<file path="src/rtl/ultrasonic_scan_scheduler.sv">
`default_nettype none
// ============================================================================
// Module   : ultrasonic_scan_scheduler
// Purpose  : Fires three ultrasonic rangers in turn (left, front, right), times
//            each echo in whole centimetres and publishes one coherent frame.
// Revision : 1.0 - initial release
// ============================================================================
module ultrasonic_scan_scheduler #(
  parameter int TRIG_CYCLES    = 500,
  parameter int CYCLES_PER_CM  = 2900,
  parameter int TIMEOUT_CYCLES = 1_500_000,
  parameter int GAP_CYCLES     = 500_000
) (
  input  logic        clk,
  input  logic        rst_n,
  input  logic        enable,
  input  logic [2:0]  echo,
  output logic [2:0]  trig,
  output logic [15:0] dist_left,
  output logic [15:0] dist_front,
  output logic [15:0] dist_right,
  output logic [2:0]  timeout_flags,
  output logic        frame_valid,
  output logic        busy
);

  localparam int c_ph_max = (TRIG_CYCLES > GAP_CYCLES) ? TRIG_CYCLES : GAP_CYCLES;
  localparam int c_ph_w   = $clog2(c_ph_max + 1);
  localparam int c_tmo_w  = $clog2(TIMEOUT_CYCLES + 1);
  localparam int c_ps_w   = $clog2(CYCLES_PER_CM + 1);

  localparam logic [c_ph_w-1:0]  c_trig_last = c_ph_w'(TRIG_CYCLES - 1);
  localparam logic [c_ph_w-1:0]  c_gap_last  = c_ph_w'(GAP_CYCLES - 1);
  localparam logic [c_tmo_w-1:0] c_tmo_last  = c_tmo_w'(TIMEOUT_CYCLES - 1);
  localparam logic [c_ps_w-1:0]  c_ps_last   = c_ps_w'(CYCLES_PER_CM - 1);

  typedef enum logic [2:0] {
    ST_IDLE      = 3'd0,
    ST_TRIG      = 3'd1,
    ST_WAIT_RISE = 3'd2,
    ST_MEASURE   = 3'd3,
    ST_GAP       = 3'd4
  } state_t;

  state_t              r_state;
  state_t              w_state_nx;
  logic [1:0]          r_sel;
  logic [1:0]          w_sel_nx;
  logic [c_ph_w-1:0]   r_phase;
  logic [c_ph_w-1:0]   w_phase_nx;
  logic [c_tmo_w-1:0]  r_tmo;
  logic [c_tmo_w-1:0]  w_tmo_nx;
  logic [c_ps_w-1:0]   r_ps;
  logic [c_ps_w-1:0]   w_ps_nx;
  logic [15:0]         r_cm;
  logic [15:0]         w_cm_nx;
  logic [15:0]         w_cm_inc;
  logic [2:0][15:0]    r_shadow;
  logic [2:0][15:0]    w_shadow_nx;
  logic [2:0]          r_shadow_tmo;
  logic [2:0]          w_shadow_tmo_nx;
  logic                w_publish;
  logic                w_tmo_hit;
  logic                w_echo;

  logic [2:0]          r_echo_meta;
  logic [2:0]          r_echo_sync;
  logic [15:0]         r_dist_left;
  logic [15:0]         r_dist_front;
  logic [15:0]         r_dist_right;
  logic [2:0]          r_flags;
  logic                r_frame_valid;

  always_ff @(posedge clk or negedge rst_n) begin
    if (!rst_n) begin
      r_echo_meta <= 3'b000;
      r_echo_sync <= 3'b000;
    end else begin
      r_echo_meta <= echo;
      r_echo_sync <= r_echo_meta;
    end
  end

  assign w_echo = r_echo_sync[r_sel];

  always_ff @(posedge clk or negedge rst_n) begin
    if (!rst_n) begin
      r_state      <= ST_IDLE;
      r_sel        <= 2'd0;
      r_phase      <= '0;
      r_tmo        <= '0;
      r_ps         <= '0;
      r_cm         <= 16'd0;
      r_shadow     <= '0;
      r_shadow_tmo <= 3'b000;
    end else begin
      r_state      <= w_state_nx;
      r_sel        <= w_sel_nx;
      r_phase      <= w_phase_nx;
      r_tmo        <= w_tmo_nx;
      r_ps         <= w_ps_nx;
      r_cm         <= w_cm_nx;
      r_shadow     <= w_shadow_nx;
      r_shadow_tmo <= w_shadow_tmo_nx;
    end
  end

  always_comb begin
    w_state_nx      = r_state;
    w_sel_nx        = r_sel;
    w_phase_nx      = r_phase;
    w_tmo_nx        = r_tmo;
    w_ps_nx         = r_ps;
    w_cm_nx         = r_cm;
    w_shadow_nx     = r_shadow;
    w_shadow_tmo_nx = r_shadow_tmo;
    w_publish       = 1'b0;
    w_cm_inc        = (r_cm == 16'hFFFF) ? r_cm : r_cm + 16'd1;
    w_tmo_hit       = (r_tmo == c_tmo_last);

    case (r_state)
      ST_IDLE: begin
        w_sel_nx   = 2'd0;
        w_phase_nx = '0;
        w_tmo_nx   = '0;
        w_ps_nx    = '0;
        w_cm_nx    = 16'd0;
        if (enable) begin
          w_state_nx = ST_TRIG;
        end
      end

      ST_TRIG: begin
        if (r_phase == c_trig_last) begin
          w_state_nx = ST_WAIT_RISE;
          w_phase_nx = '0;
          w_tmo_nx   = '0;
        end else begin
          w_phase_nx = r_phase + 1'b1;
        end
      end

      ST_WAIT_RISE: begin
        w_tmo_nx = r_tmo + 1'b1;
        if (w_tmo_hit) begin
          w_shadow_nx[r_sel]     = 16'd0;
          w_shadow_tmo_nx[r_sel] = 1'b1;
          w_state_nx             = ST_GAP;
          w_phase_nx             = '0;
        end else if (w_echo) begin
          w_state_nx = ST_MEASURE;
          w_ps_nx    = '0;
          w_cm_nx    = 16'd0;
        end
      end

      ST_MEASURE: begin
        w_tmo_nx = r_tmo + 1'b1;
        if (r_ps == c_ps_last) begin
          w_ps_nx = '0;
          w_cm_nx = w_cm_inc;
        end else begin
          w_ps_nx = r_ps + 1'b1;
        end
        // Timeout wins over a simultaneous echo fall.
        if (w_tmo_hit) begin
          w_shadow_nx[r_sel]     = 16'd0;
          w_shadow_tmo_nx[r_sel] = 1'b1;
          w_state_nx             = ST_GAP;
          w_phase_nx             = '0;
        end else if (!w_echo) begin
          w_shadow_nx[r_sel]     = w_cm_nx;
          w_shadow_tmo_nx[r_sel] = 1'b0;
          w_state_nx             = ST_GAP;
          w_phase_nx             = '0;
        end
      end

      ST_GAP: begin
        if (r_phase == c_gap_last) begin
          w_phase_nx = '0;
          if (r_sel == 2'd2) begin
            w_state_nx = ST_IDLE;
          end else begin
            w_sel_nx   = r_sel + 2'd1;
            w_state_nx = ST_TRIG;
          end
        end else begin
          w_phase_nx = r_phase + 1'b1;
        end
      end

      default: begin
        w_state_nx = ST_IDLE;
      end
    endcase

    // Load the outputs so they appear during the final GAP cycle, keeping busy high.
    w_publish = (w_state_nx == ST_GAP) && (w_sel_nx == 2'd2) && (w_phase_nx == c_gap_last);
  end

  always_ff @(posedge clk or negedge rst_n) begin
    if (!rst_n) begin
      r_dist_left   <= 16'd0;
      r_dist_front  <= 16'd0;
      r_dist_right  <= 16'd0;
      r_flags       <= 3'b000;
      r_frame_valid <= 1'b0;
    end else begin
      r_frame_valid <= w_publish;
      if (w_publish) begin
        r_dist_left  <= w_shadow_nx[0];
        r_dist_front <= w_shadow_nx[1];
        r_dist_right <= w_shadow_nx[2];
        r_flags      <= w_shadow_tmo_nx;
      end
    end
  end

  // Decoded from the state register so reset removes the trigger at once.
  assign trig          = (r_state == ST_TRIG) ? (3'b001 << r_sel) : 3'b000;
  assign busy          = (r_state != ST_IDLE);
  assign dist_left     = r_dist_left;
  assign dist_front    = r_dist_front;
  assign dist_right    = r_dist_right;
  assign timeout_flags = r_flags;
  assign frame_valid   = r_frame_valid;

endmodule
`default_nettype wire

</file>
<file path="config.mk">
export PLATFORM = sky130hd
export DESIGN_NAME = ultrasonic_scan_scheduler
export DESIGN_NICKNAME = d
export VERILOG_FILES = /design/src/rtl/ultrasonic_scan_scheduler.sv
export SDC_FILE = /design/constraint.sdc
export NUM_CORES = 1
export LEC_CHECK = 0
export CAP_MARGIN = 20
export CORE_MARGIN = 2
export CORE_UTILIZATION = 50
export CTS_CLUSTER_SIZE = 16
export DETAILED_ROUTE_END_ITERATION = 7
export GPL_TIMING_DRIVEN = 0
export PLACE_DENSITY = 0.78
export SLEW_MARGIN = 10
export SYNTH_ARGS = -nofsm -noshare
export SYNTH_HDL_FRONTEND = slang
export SYNTH_SLANG_ARGS = --single-unit
</file>
<file path="constraint.sdc">
create_clock -name clk -period 4.6 [get_ports clk]
set_input_delay 0.46 -clock clk [delete_from_list [all_inputs] [get_ports clk]]
set_output_delay 0.46 -clock clk [all_outputs]
set_load 0.1 [all_outputs]
</file>
-- After elaboration in Yosys (flattened, before gate mapping)
Cells that the tools add are included.
- flip-flop bits (word level): 182
- input bits: 6
- logic and storage cells: 102
- add/subtract/negate cells: 5
- magnitude comparators: 2
- equal/unequal tests: 16
- shift operators: 1
- multiplexer cells: 46
- bitwise gates (word level): 5
- reductions and logical operators: 10
- operators with widths (operator ; count):
    $mux W48 ; 3
    $mux W16 ; 6
    $pmux W48 S2 ; 1
    $mux W19 ; 5
    $pmux W19 S5 ; 1
    $pmux W21 S3 ; 1
    $and A48 B48 Y48 ; 1
    $bwmux W48 ; 1
    $not A48 Y48 ; 1
    $pmux W16 S3 ; 1
    $eq A19 B19 Y1 const B ; 2
    $mux W12 ; 3
    $pmux W12 S3 ; 1
    $mux W3 ; 11
    $demux W16 S2 ; 1
    $add A21 B1 Y21 const B ; 1
    $eq A21 B21 Y1 const B ; 1
    $mux W21 ; 1
    $add A19 B1 Y19 const B ; 1
    $eq A19 B9 Y1 const B ; 1
    $add A16 B1 Y16 const B ; 1
    $eq A16 B16 Y1 const B ; 1
    $pmux W3 S5 ; 1
    $add A12 B1 Y12 const B ; 1
    25 further kinds ; 37

-- Depth between registers and ports, before layout
- depth after elaboration: 9
- gate-level depth with buffers: 11
- gate-level depth less buffers: 9

-- Worst setup path before layout
Ideal clock, no wire load.
- path kind: register to register
- start point: register r_phase[0]
- end point: register r_dist_front[0] (netlist: dist_front[0])
- data arrival time: 3128 ps
- required time: 4474 ps
- setup slack: 1345 ps
- stages on the path, launching flop included: 11
- buffers on the path: 1
- clock period less this slack: 3255 ps
- cell sequence: dfrtp_1 -> ha_1 -> nor4bb_1 -> nand4_1 -> mux2_2 -> o221ai_1 -> a2111oi_0 -> nand4bb_1 -> nor4b_4 -> buf_6 -> mux2_4
- word-level cells in the longest chain between the ends: 6
- elaborated cells on any way between the ends: 19
- classes of those cells: add/sub: 1; eq/ne: 5; mux: 11; reduce/logical: 2
- RTL lines (what ; line ; text):
    start: declaration ; 49 ; logic [c_ph_w-1:0] r_phase;
    start signal: assignment ; 99 ; r_phase <= w_phase_nx;
    $eq A19 B19 Y1 ; 180 ; if (r_phase == c_gap_last) begin
    $mux W2 ; 180 ;
    $pmux W2 S2 ; 121 ; case (r_state)
    named net w_sel_nx[0] ; 48 ; logic [1:0] w_sel_nx;
    $eq A2 B2 Y1 ; 199 ; w_publish = (w_state_nx == ST_GAP) && (w_sel_nx == 2'd2) && (w_phase_nx == c_gap_last);
    $logic_and A1 B1 Y1 (2 in a row) ; 199 ;
    end signal: assignment ; 213 ; r_dist_front <= w_shadow_nx[1];
    end: declaration ; 69 ; logic [15:0] r_dist_front;
The timed path passes the listed nets, and every way through them passes these cells.
A chain may end at the register's enable or synchronous reset.

-- Final worst setup path
- start point: register r_phase[0]
- end point: register r_dist_right[0] (netlist: dist_right[0])
- word-level cells in the longest chain between the ends: 6
- elaborated cells on any way between the ends: 19
- classes of those cells: add/sub: 1; eq/ne: 5; mux: 11; reduce/logical: 2
- RTL lines (what ; line ; text):
    parallel branches: the longest is 5 deep, another holds $add A19 B1 Y19 ; -- ;
    $logic_and A1 B1 Y1 * ; 199 ;
    end signal: assignment ; 214 ; r_dist_right <= w_shadow_nx[2];
    end: declaration ; 70 ; logic [15:0] r_dist_right;
Mark *: on every way between the ends.

==> results.toml <==
[yosys]
yosysTopAreaCell = "dfrtp_1"
ys_seq_area_share_pct = 51.6
synth_most_common_cell = "dfrtp_1"
synth-seq-cells = 182
synthesis.area_mm2 = 0.00883
synth_ff_type = "dfrtp_1"
yosys.cell_types.count = 68
ys_top_cells_by_count = "dfrtp_1, nand2_1, o21ai_0, nor2_1, mux2_4"
synthesis.nets = 837
syn_avg_cell_area_um2 = 10.7
synth_edf_count = 0
async_flop_share_pct = 100
yosys_warnings = 0
postSynthCellCount = 824
synthTopCellsByArea = "dfrtp_1, mux2_4, o21ai_0, nand2_1, nor2_1"
synth.top_cell.area_share_pct = 51.6

[grt]
grt_pass1_wl_mm = 34.7
grtUsageTotal_pct = 24.1
antenna_found_initial = 0
grt_max_degree = 115
grt_pass1_vias = 6468
overflow = 0

[worst_hold_path]
hp-start = "r_echo_meta[0]"
worstHoldPathType = "reg2reg"
min_to = "r_echo_sync[0]"
whs_path_depth = 0

[detailed_routing]
vias = 6799
via_per_inst = 5.94
drc = 0
first_pass_iters = 6
dr.first_iter.drc_count = 544
ant_nets = 0
wl_per_cell_um = 18.9
drt_wl_total_mm = 21.6

[die]
core_mm2 = 0.0173
die_w_um = 137
start_util_pct = 51.0
fp.dieArea_mm2 = 0.0187
die_h_um = 137
num_rows = 48
io-pin-count = 62

[timing]
clock.fmax_mhz = 250
finalCritPeriodShare_pct = 87.0
rsz0062_at_grt = "false"
hold_viol = 0
setup_viol = 0
drv_slew = 0
fin_worst_skew_ps = 9.30
fin_ws_ps = 600
relSlewSlack_pct = 32.5
tightest_slew_ps = 1010
fin_crit_ps = 4000

[worst_setup_path]
cp_slowest_cell = "nor4b_4"
reg2reg_slack_ps = 600
r2r_end = "dist_right[0]"
cp.arrival_ps = 4320
crit_top_cell = "o21ai_1"
slowest_delay_ps = 680
r2r-start = "r_phase[0]"
path_buf_inv = 1
worstPathCellList = "ha_1 > nor4bb_1 > nand4_1 > o21ai_1 > a32oi_1 > o21ai_1 > o2111ai_1 > nor4b_4 > buf_6 > mux2_4"
reg2reg_depth = 10
critPathKind = "reg2reg"
worstPathRequired_ps = 4920
crit_family = "simple AND/OR/NAND/NOR gates"
cp-start-kind = "flop"
crit_path_end_kind = "flop"
cp_max_fo = 10

[cts]
root_buffer = "clkbuf_16"
cts_buffers = 17
clock_path_buffers = 2
clkLatencyLatePin_ps = 440
clk_pin_slew_worst_paths_ps = 70
htreeDepth = 4
cts_tree = "done"
cts_setup_buffers = 0
cts.sink_count = 182

[final_layout]
drive_gt1_share_pct = 11.9
fillers = 1402
nets = 919
syn2layout_area_growth_pct = 17.8
ff_latch_area_mm2 = 0.00455
multi_input_area_mm2 = 0.00404
utilization_pct = 60.1
antenna_cells = 0

[power_and_ir_drop]
power_density_mw_per_mm2 = 309
leakage_nw = 4.54
ir_drop_uv = 260

[placement]
place_ws_ps = 671
hpwl_mm = 14.7
portBuffers = 61
place.gp.congestion = 0.918

[flow_run]
drv_cap = 0

[run_status]
status = "finished clean"
[layer usage]
| metal | track usage [%] | wire (um) | up-vias |
|---|---|---|---|
| met2 | 35.4 | 9760 | 260 |
| met4 | 9.85 | 579 | 0 |
| met1 | 34.8 | 9890 | 3333 |
| met3 | 5.48 | 1400 | 42 |
| li1 | - | - | 3164 |
| met5 | 0 | 0 | - |
[cells by family after synthesis]
family                   synth area share, %
adder cells (fa/ha/maj)                0.992
flip-flops                              51.6
AND/OR/NAND/NOR                         17.1
AO/OA/AOI/OAI                           14.4
multiplexers                            9.57
buffers and inverters                   2.65
XOR/XNOR                                3.67
[report_power, final]
| group | switching [mW] | total, mW | leakage, nW | internal (mW) |
|---|---|---|---|---|
| Clock | 0.683 | 1.56 | 0.310 | 0.881 |
| Sequential | 0.000798 | 1.60 | 2.51 | 1.60 |
| Combinational | 0.0358 | 0.0448 | 1.72 | 0.00895 |
[cell type report]
cell class / instances / share of cell area [%]
buffer: 36 / 1.82
tap: 225 / 2.71
multi-input combinational: 594 / 38.8
sequential: 182 / 43.8
clock buffer: 17 / 4.09
clock inverter: 15 / 2.05
inverter: 12 / 0.433
timing repair buffer: 63 / 6.28
[cells in the final DEF (no fill, tap or decap), types with 4 or more instances in the layout]
master / instances
a22o_1: 23
xor2_1: 20
o31ai_1: 6
nor4_1: 5
and2_1: 12
clkbuf_16: 17
a21oi_1: 19
a32o_1: 14
o21ai_0: 88
dfrtp_1: 182
clkbuf_1: 27
nor3_1: 16
a21o_1: 8
buf_6: 7
and3_1: 17
nand4_1: 15
ha_1: 7
nand2_1: 97
nand3_1: 34
mux2_4: 50
o211ai_1: 4
a31oi_1: 4
inv_1: 11
clkdlybuf4s50_1: 60
mux2i_1: 6
nand3b_1: 4
nor2_1: 63
nor3b_1: 4
xnor2_1: 17
[timing repair]
action,CTS,global route
hold buffers,1,0
resized for setup,0,0
endpoints found under the hold margin,39,0
setup endpoints to repair,0,0
[how the worst max path moves through the flow]
stage	start	to	slack (ps)	cells past startpoint
2_1_floorplan	r_phase[0]	dist_front[0]	1350	10
5_1_grt	r_phase[0]	dist_left[11]	280	10
3_5_place_dp	r_phase[0]	dist_left[5]	670	10
6_report	r_phase[0]	dist_right[0]	600	10
4_1_cts	r_phase[0]	dist_left[4]	610	10
3_3_place_gp	rst_n	dist_front[5]	-4380	1
[flip-flops by register name, summed over array words and instances, names as in the netlist]
name / cells
r_shadow: 48
r_tmo: 21
r_phase: 19
dist_front: 16
dist_left: 16
dist_right: 16
r_cm: 16
r_ps: 12
r_echo_meta: 3
r_echo_sync: 3
r_shadow_tmo: 3
r_state: 3
timeout_flags: 3
r_sel: 2
frame_valid: 1
[worst reg2reg max path: stages (launching register included)]
cell	delay, ps
dfrtp_1	450
ha_1	350
nor4bb_1	390
nand4_1	310
o21ai_1	490
a32oi_1	110
o21ai_1	250
o2111ai_1	250
nor4b_4	680
buf_6	290
mux2_4	320
[stage by stage]
step	TNS, ps	std cells	area (um2)	hold slack (ps)	power [mW]
2_1_floorplan	0	824	8830	164	1.64
3_3_place_gp	-793620	1110	9720	335	1.68
3_5_place_dp	0	1111	9750	335	1.68
4_1_cts	0	1144	10400	350	3.24
5_1_grt	0	1144	10400	354	3.31
6_report	0	1144	10400	349	3.21
Note: power is estimated with default switching activity, not from simulation.
